**src/rtl/riscv_regfile64.sv**
```systemverilog
// ---------------------------------------------------------------------------
// riscv_regfile64
//   32-entry x 64-bit integer register file for the RV64 datapath. It sits
//   between decode, which reads rs1/rs2, and writeback, which writes rd.
//   x0 is hardwired to zero.
//
// Ports
//   clk  in   1     system clock, all state updates on the rising edge
//   rst  in   1     synchronous active-high reset, clears every register
//   we   in   1     write enable
//   Rw   in   5     write register index (rd)
//   Ra   in   5     read port A register index (rs1)
//   Rb   in   5     read port B register index (rs2)
//   W    in   XLEN  write data
//   A    out  XLEN  combinational read data for Ra
//   B    out  XLEN  combinational read data for Rb
//
// Build option
//   REGFILE_WRITE_BYPASS_EN : when defined, a write in flight is forwarded
//   to a read port that addresses the same register in the same cycle.
//   This removes the writeback-to-decode hazard. When undefined, a
//   same-cycle read returns the stored value from before the write.
//   Index 0 is never forwarded in either build.
// ---------------------------------------------------------------------------
module riscv_regfile64 #(
    parameter int XLEN = 64,
    parameter int NREG = 32
) (
    input  logic                    clk,
    input  logic                    rst,
    input  logic                    we,
    input  logic [$clog2(NREG)-1:0] Rw,
    input  logic [$clog2(NREG)-1:0] Ra,
    input  logic [$clog2(NREG)-1:0] Rb,
    input  logic [XLEN-1:0]         W,
    output logic [XLEN-1:0]         A,
    output logic [XLEN-1:0]         B
);

    // Architectural storage. Each entry can be probed as q[i].
    logic [XLEN-1:0] q [NREG];

    // Reset takes priority over a write in the same cycle.
    // A write to x0 is dropped, so q[0] holds zero once reset has run.
    always_ff @(posedge clk) begin
        if (rst) begin
            for (int i = 0; i < NREG; i++) begin
                q[i] <= '0;
            end
        end else if (we && (Rw != '0)) begin
            q[Rw] <= W;
        end
    end

    // The read mux forces index 0 to zero even though q[0] is never written.
    // The forced zero keeps x0 reading as zero before the first reset.
    always_comb begin
        A = (Ra == '0) ? '0 : q[Ra];
        B = (Rb == '0) ? '0 : q[Rb];
`ifdef REGFILE_WRITE_BYPASS_EN
        // Rw != 0 together with Ra == Rw means Ra is nonzero, so x0 is
        // never forwarded.
        if (we && !rst && (Rw != '0) && (Ra == Rw)) begin
            A = W;
        end
        if (we && !rst && (Rw != '0) && (Rb == Rw)) begin
            B = W;
        end
`endif
    end

endmodule

```
**config.mk**
```make
export PLATFORM = sky130hd
export DESIGN_NAME = riscv_regfile64
export DESIGN_NICKNAME = d
export VERILOG_FILES = /design/src/rtl/riscv_regfile64.sv
export SDC_FILE = /design/constraint.sdc
export NUM_CORES = 2
export LEC_CHECK = 0
export CAP_MARGIN = 20
export CORE_MARGIN = 4
export CORE_UTILIZATION = 31
export CTS_CLUSTER_DIAMETER = 100
export DETAILED_ROUTE_END_ITERATION = 7
export PLACE_DENSITY = 0.53
export SLEW_MARGIN = 20
export SYNTH_ARGS = -nofsm -noshare
export SYNTH_HDL_FRONTEND = slang
export SYNTH_SLANG_ARGS = --single-unit
```
**constraint.sdc**
```tcl
create_clock -name clk -period 3.3 [get_ports clk]
set_clock_uncertainty 0.15 [all_clocks]
set_input_delay 0.66 -clock clk [delete_from_list [all_inputs] [get_ports clk]]
set_output_delay 0.66 -clock clk [all_outputs]
set_load 0.01 [all_outputs]
```
# [Word level (Yosys, flattened, before mapping)]
# Memories as Yosys holds them, arrays and structs flattened.
# Index checks and enable logic that the tools add are counted.
[classes] addsub=0 mul=0 n_div=0 order_cmp=0 n_eq_ne=0 shift=0 muxes=10 n_bitwise=0 reduce_logical=5
[ops] op="2-to-1 mux 64 bit" count=3
[ops] op="OR reduction 64 bit" count=1
[ops] op="zero test 5 bit" count=2
[ops] op="2-to-1 mux 1 bit" count=6
[ops] op="2-to-1 mux 5 bit" count=1
[ops] op="nonzero test 5 bit" count=1
[ops] op="logical AND 1 bit" count=1
[totals] reg_bits=0 latch_bits=0 ramBits=2048 romBits=0 inputBits=82 output_inout_bits=128 wordCells=16 memories=1
[memory_table] memory="q" words=32 width=64 read_ports=2 rd_ports_with_merged_regs=0 wr=32 line_no="41" source="logic [XLEN-1:0] q [NREG];"

# [Longest topological paths before layout]
[depth] word_depth=7 ltp_mapped=10 mapped_depth_nobuf=5

# [Worst setup path before layout]
# OpenSTA, ideal clock, no wires.
[synth_timing] kind="in2out" startpoint="input port Ra[0]" endpoint="output port A[21]" arrival_time_ns=2.370 required_time_ns=2.490 slack_ns=0.120 cell_stages=8 path_buffers=4 cell_sequence="buf_4 > buf_6 > buf_2 > buf_2 > mux4_2 > mux2i_1 > o22ai_1 > a21o_1"
[synth_via] elab_chain_len=2 elab_cells_between_ends=3 classes_between="1 x mux; 1 x reduce/logical; 1 x memory"
[synth_rtl] element="from (decl)" line_no="33" source="input logic [$clog2(NREG)-1:0] Ra,"
[synth_rtl] element="memory read (32 x 64 bit) / zero test 5 bit (equally long branches)"
[synth_rtl] element="2-to-1 mux 64 bit (*)" line_no="58" source="A = (Ra == '0) ? '0 : q[Ra];"
[synth_rtl] element="to (decl)" line_no="36" source="output logic [XLEN-1:0] A,"
# Mark *: on every way between the ends. The rest lies on a longest branch, timed or not.

==> results.md <==
* Layout area overhead at 30.2%
* Die ar. at 359000 sq um
* MaxCap Viol Count at 0
* TritonCTS Buffers at 219
* Status: finished with violations
* # IOs at 210
* Antenna Nets Post-Route at 0
* Slowest-stage cell, CP: a2111oi_4
* Vias in the first global route at 75.7k
* WL/cell at 38.0 um
* CP Capture Type: primary output
* Total power at 0.0667 W
* Maximum clock rate at 262 MHz
* Crit Path Class: reg2out
* Post-synth EDFFs at 2048
* Largest regs: q: 2048 flops
* Worst Max-Slew Pin Slew at 1180 ps
* CTS Root Cell: clkbuf_16
* Initial antenna violation count at 86
* CP required at 2490 ps
* Initial core utilization at 31.2%
* Placed inst area at 126000 sq um
* Setup violators final at 128
* Syn Std Cell Area at 108000 sq um
* PnR worst setup slack at -511 ps
* PwrDens at 473 nW/um^2
* Avg Vias per Cell at 5.87
* Via count at 75.6k
* # hold bufs at CTS at 0
* Crit path buf inv count at 1
* RSZ-0062 raised after global routing: yes
* Sequential fraction of the synthesis area at 56.8%
* Layout cells sized above 1 at 39.6%
* Top Family by Delay on Critical Path: compound AO/OA/AOI/OAI gates
* H-tree levels at 4
* Critical path's most frequent cell: a2111oi_4
* Placer Congestion at 0.901
* Min cycle time layout at 3810 ps
* Flop and latch count out of synthesis at 2048
* Worst IR Drop VDD at 470 uV
* Core Region at 347000 sq um
* Placed wire-length estimate at 318 mm
* Fin nets at 8187
* Longest Clk Path Bufs at 4
* Avg Cell Area, Syn at 15.3 sq um
* Yosys warns at 0
* DIE WIDTH at 599 um
* Worst min-delay path class: in2reg
* Total congestion overflow at 0
* Relative slew slack at 21.4%
* Cell count after synthesis at 7055
* Largest net degree at the start of global routing at 52
* Die height at 599 um
* Data arrival time of the worst path at 3000 ps
* Final Cycle Share at 115%
* GRT Total Usage at 26.6%
* Clock Sink Count at 2048
* Type of origin of the critical path: flip-flop
* Failing checks: negative setup slack
* PortBufs at 209
* Placement Rows at 216
* Max FO, Critical Path at 2
* Hold WS at 293 ps
* Top reg by flops: q
* WL final at 490 mm
* 1st-iter DRT viols at 11.3k
* Netlist cell types at 44
* Pre-antenna DRT Iters at 5
* Final hold vios at 0
* Final Max Slew Viols at 0
* Commonest non-fill, non-tap cell in the layout: edfxtp_1
* Most frequent cells in the layout: 2048 x edfxtp_1, 1985 x and2_1, 906 x mux4_2
* First-pass GRT wire length at 657 mm
* Post-Route Setup TNS at -31990 ps
* Crit-path cells: mux4_2 > mux2i_2 > nor2_2 > a2111oi_4 > a2111oi_4 > buf_12
* Leakage power at 50.1 nW
* Design Area, Final at 141000 sq um
* CTS clk-pin slew, worst paths at 60 ps
* Synth Flop Type: edfxtp_1
* Ys async rst share at 0%
* Largest register FFs at 2048
* Slowest stage delay, CP at 930 ps
* DRC at 0
* CTS tree: yes
## what timing repair did
action / CTS / global route
pin swaps: 217 / 182
buffers inserted: 227 / 156
cloned: 31 / 12
resized for setup: 1241 / 367
setup endpoints to repair: 128 / 128
endpoints found under the hold margin: 0 / 0
## path summary, 6_finish.rpt
kind / depth (start not counted) / end / slack (ps) / start
worst max-delay path: 6 / A[37] / -510 / q[2][37]$_SDFFCE_PN0P_
worst min-delay path: 2 / q[5][40]$_SDFFCE_PN0P_ / 290 / W[40]
## cell families (layout without fill, tap and decap cells)
| group | Yosys count | in the layout | synth area share (%) |
|---|---|---|---|
| other | 1 | 96 | 0.00346 |
| multiplexers | 1391 | 1391 | 23.5 |
| AO/OA/AOI/OAI | 539 | 539 | 3.75 |
| buffers and inverters | 792 | 1945 | 3.17 |
| AND/OR/NAND/NOR | 2284 | 2284 | 12.8 |
| flip-flops | 2048 | 2048 | 56.8 |
## report_power, final
| group | switching (W) | internal [W] | total [W] | leakage (nW) |
|---|---|---|---|---|
| sequential | 0.000756 | 0.0300 | 0.0308 | 19.5 |
| combinational | 0.00627 | 0.00553 | 0.0118 | 27.4 |
| clock | 0.0108 | 0.0133 | 0.0241 | 3.26 |
| total | 0.0178 | 0.0489 | 0.0667 | 50.1 |
## stage by stage
stage                     setup WS (ps)  instances  utilization (%)
after floorplan                     120       7118                -
after global placement            -1210      12100             36.3
after detailed placement          -1230      12100             36.3
after CTS                          -558      12700             39.9
after global routing               -519      12900             40.6
final                              -511      12900             40.6
## per-layer routing
layer / share of wire, % / GRT usage, % / routed length [um]
met4: 7.0 / 15.4 / 34100
met5: 0.024 / 0 / 118
met1: 36 / 33.3 / 179000
met3: 10 / 5.70 / 49200
met2: 47 / 42.6 / 228000
## synthesized netlist by cell type, types with 15 or more instances
cell type | count | share of area (%)
a21oi_1 | 49 | 0.23
buf_2 | 107 | 0.49
edfxtp_1 | 2048 | 57
a221oi_1 | 58 | 0.47
o221ai_1 | 54 | 0.44
nand2_1 | 108 | 0.37
mux2_2 | 122 | 1.3
mux2i_1 | 363 | 3.4
mux4_2 | 906 | 19
and3_1 | 31 | 0.18
nor2_1 | 57 | 0.20
nand3_1 | 22 | 0.10
a22oi_1 | 74 | 0.51
buf_6 | 23 | 0.24
a32oi_1 | 30 | 0.24
o211ai_1 | 30 | 0.21
buf_4 | 36 | 0.25
a22o_1 | 30 | 0.24
and2_1 | 1986 | 11
or2_2 | 35 | 0.20
a21o_1 | 42 | 0.29
buf_1 | 47 | 0.16
clkbuf_1 | 575 | 2.0
o22ai_1 | 100 | 0.58
nor2b_1 | 15 | 0.087
o2111ai_1 | 30 | 0.24
## final cells by class
cell class              count  area, sq um
multi-input cells        4278        47000
clock inverters           113          887
well taps                4578         5730
inverters                   2         11.3
diodes                     32         80.1
flip-flops and latches   2048        61500
clock buffers             274         5750
fillers                 31400       206000
repair buffers           1556        20000
(Power assumes the default switching activity.)
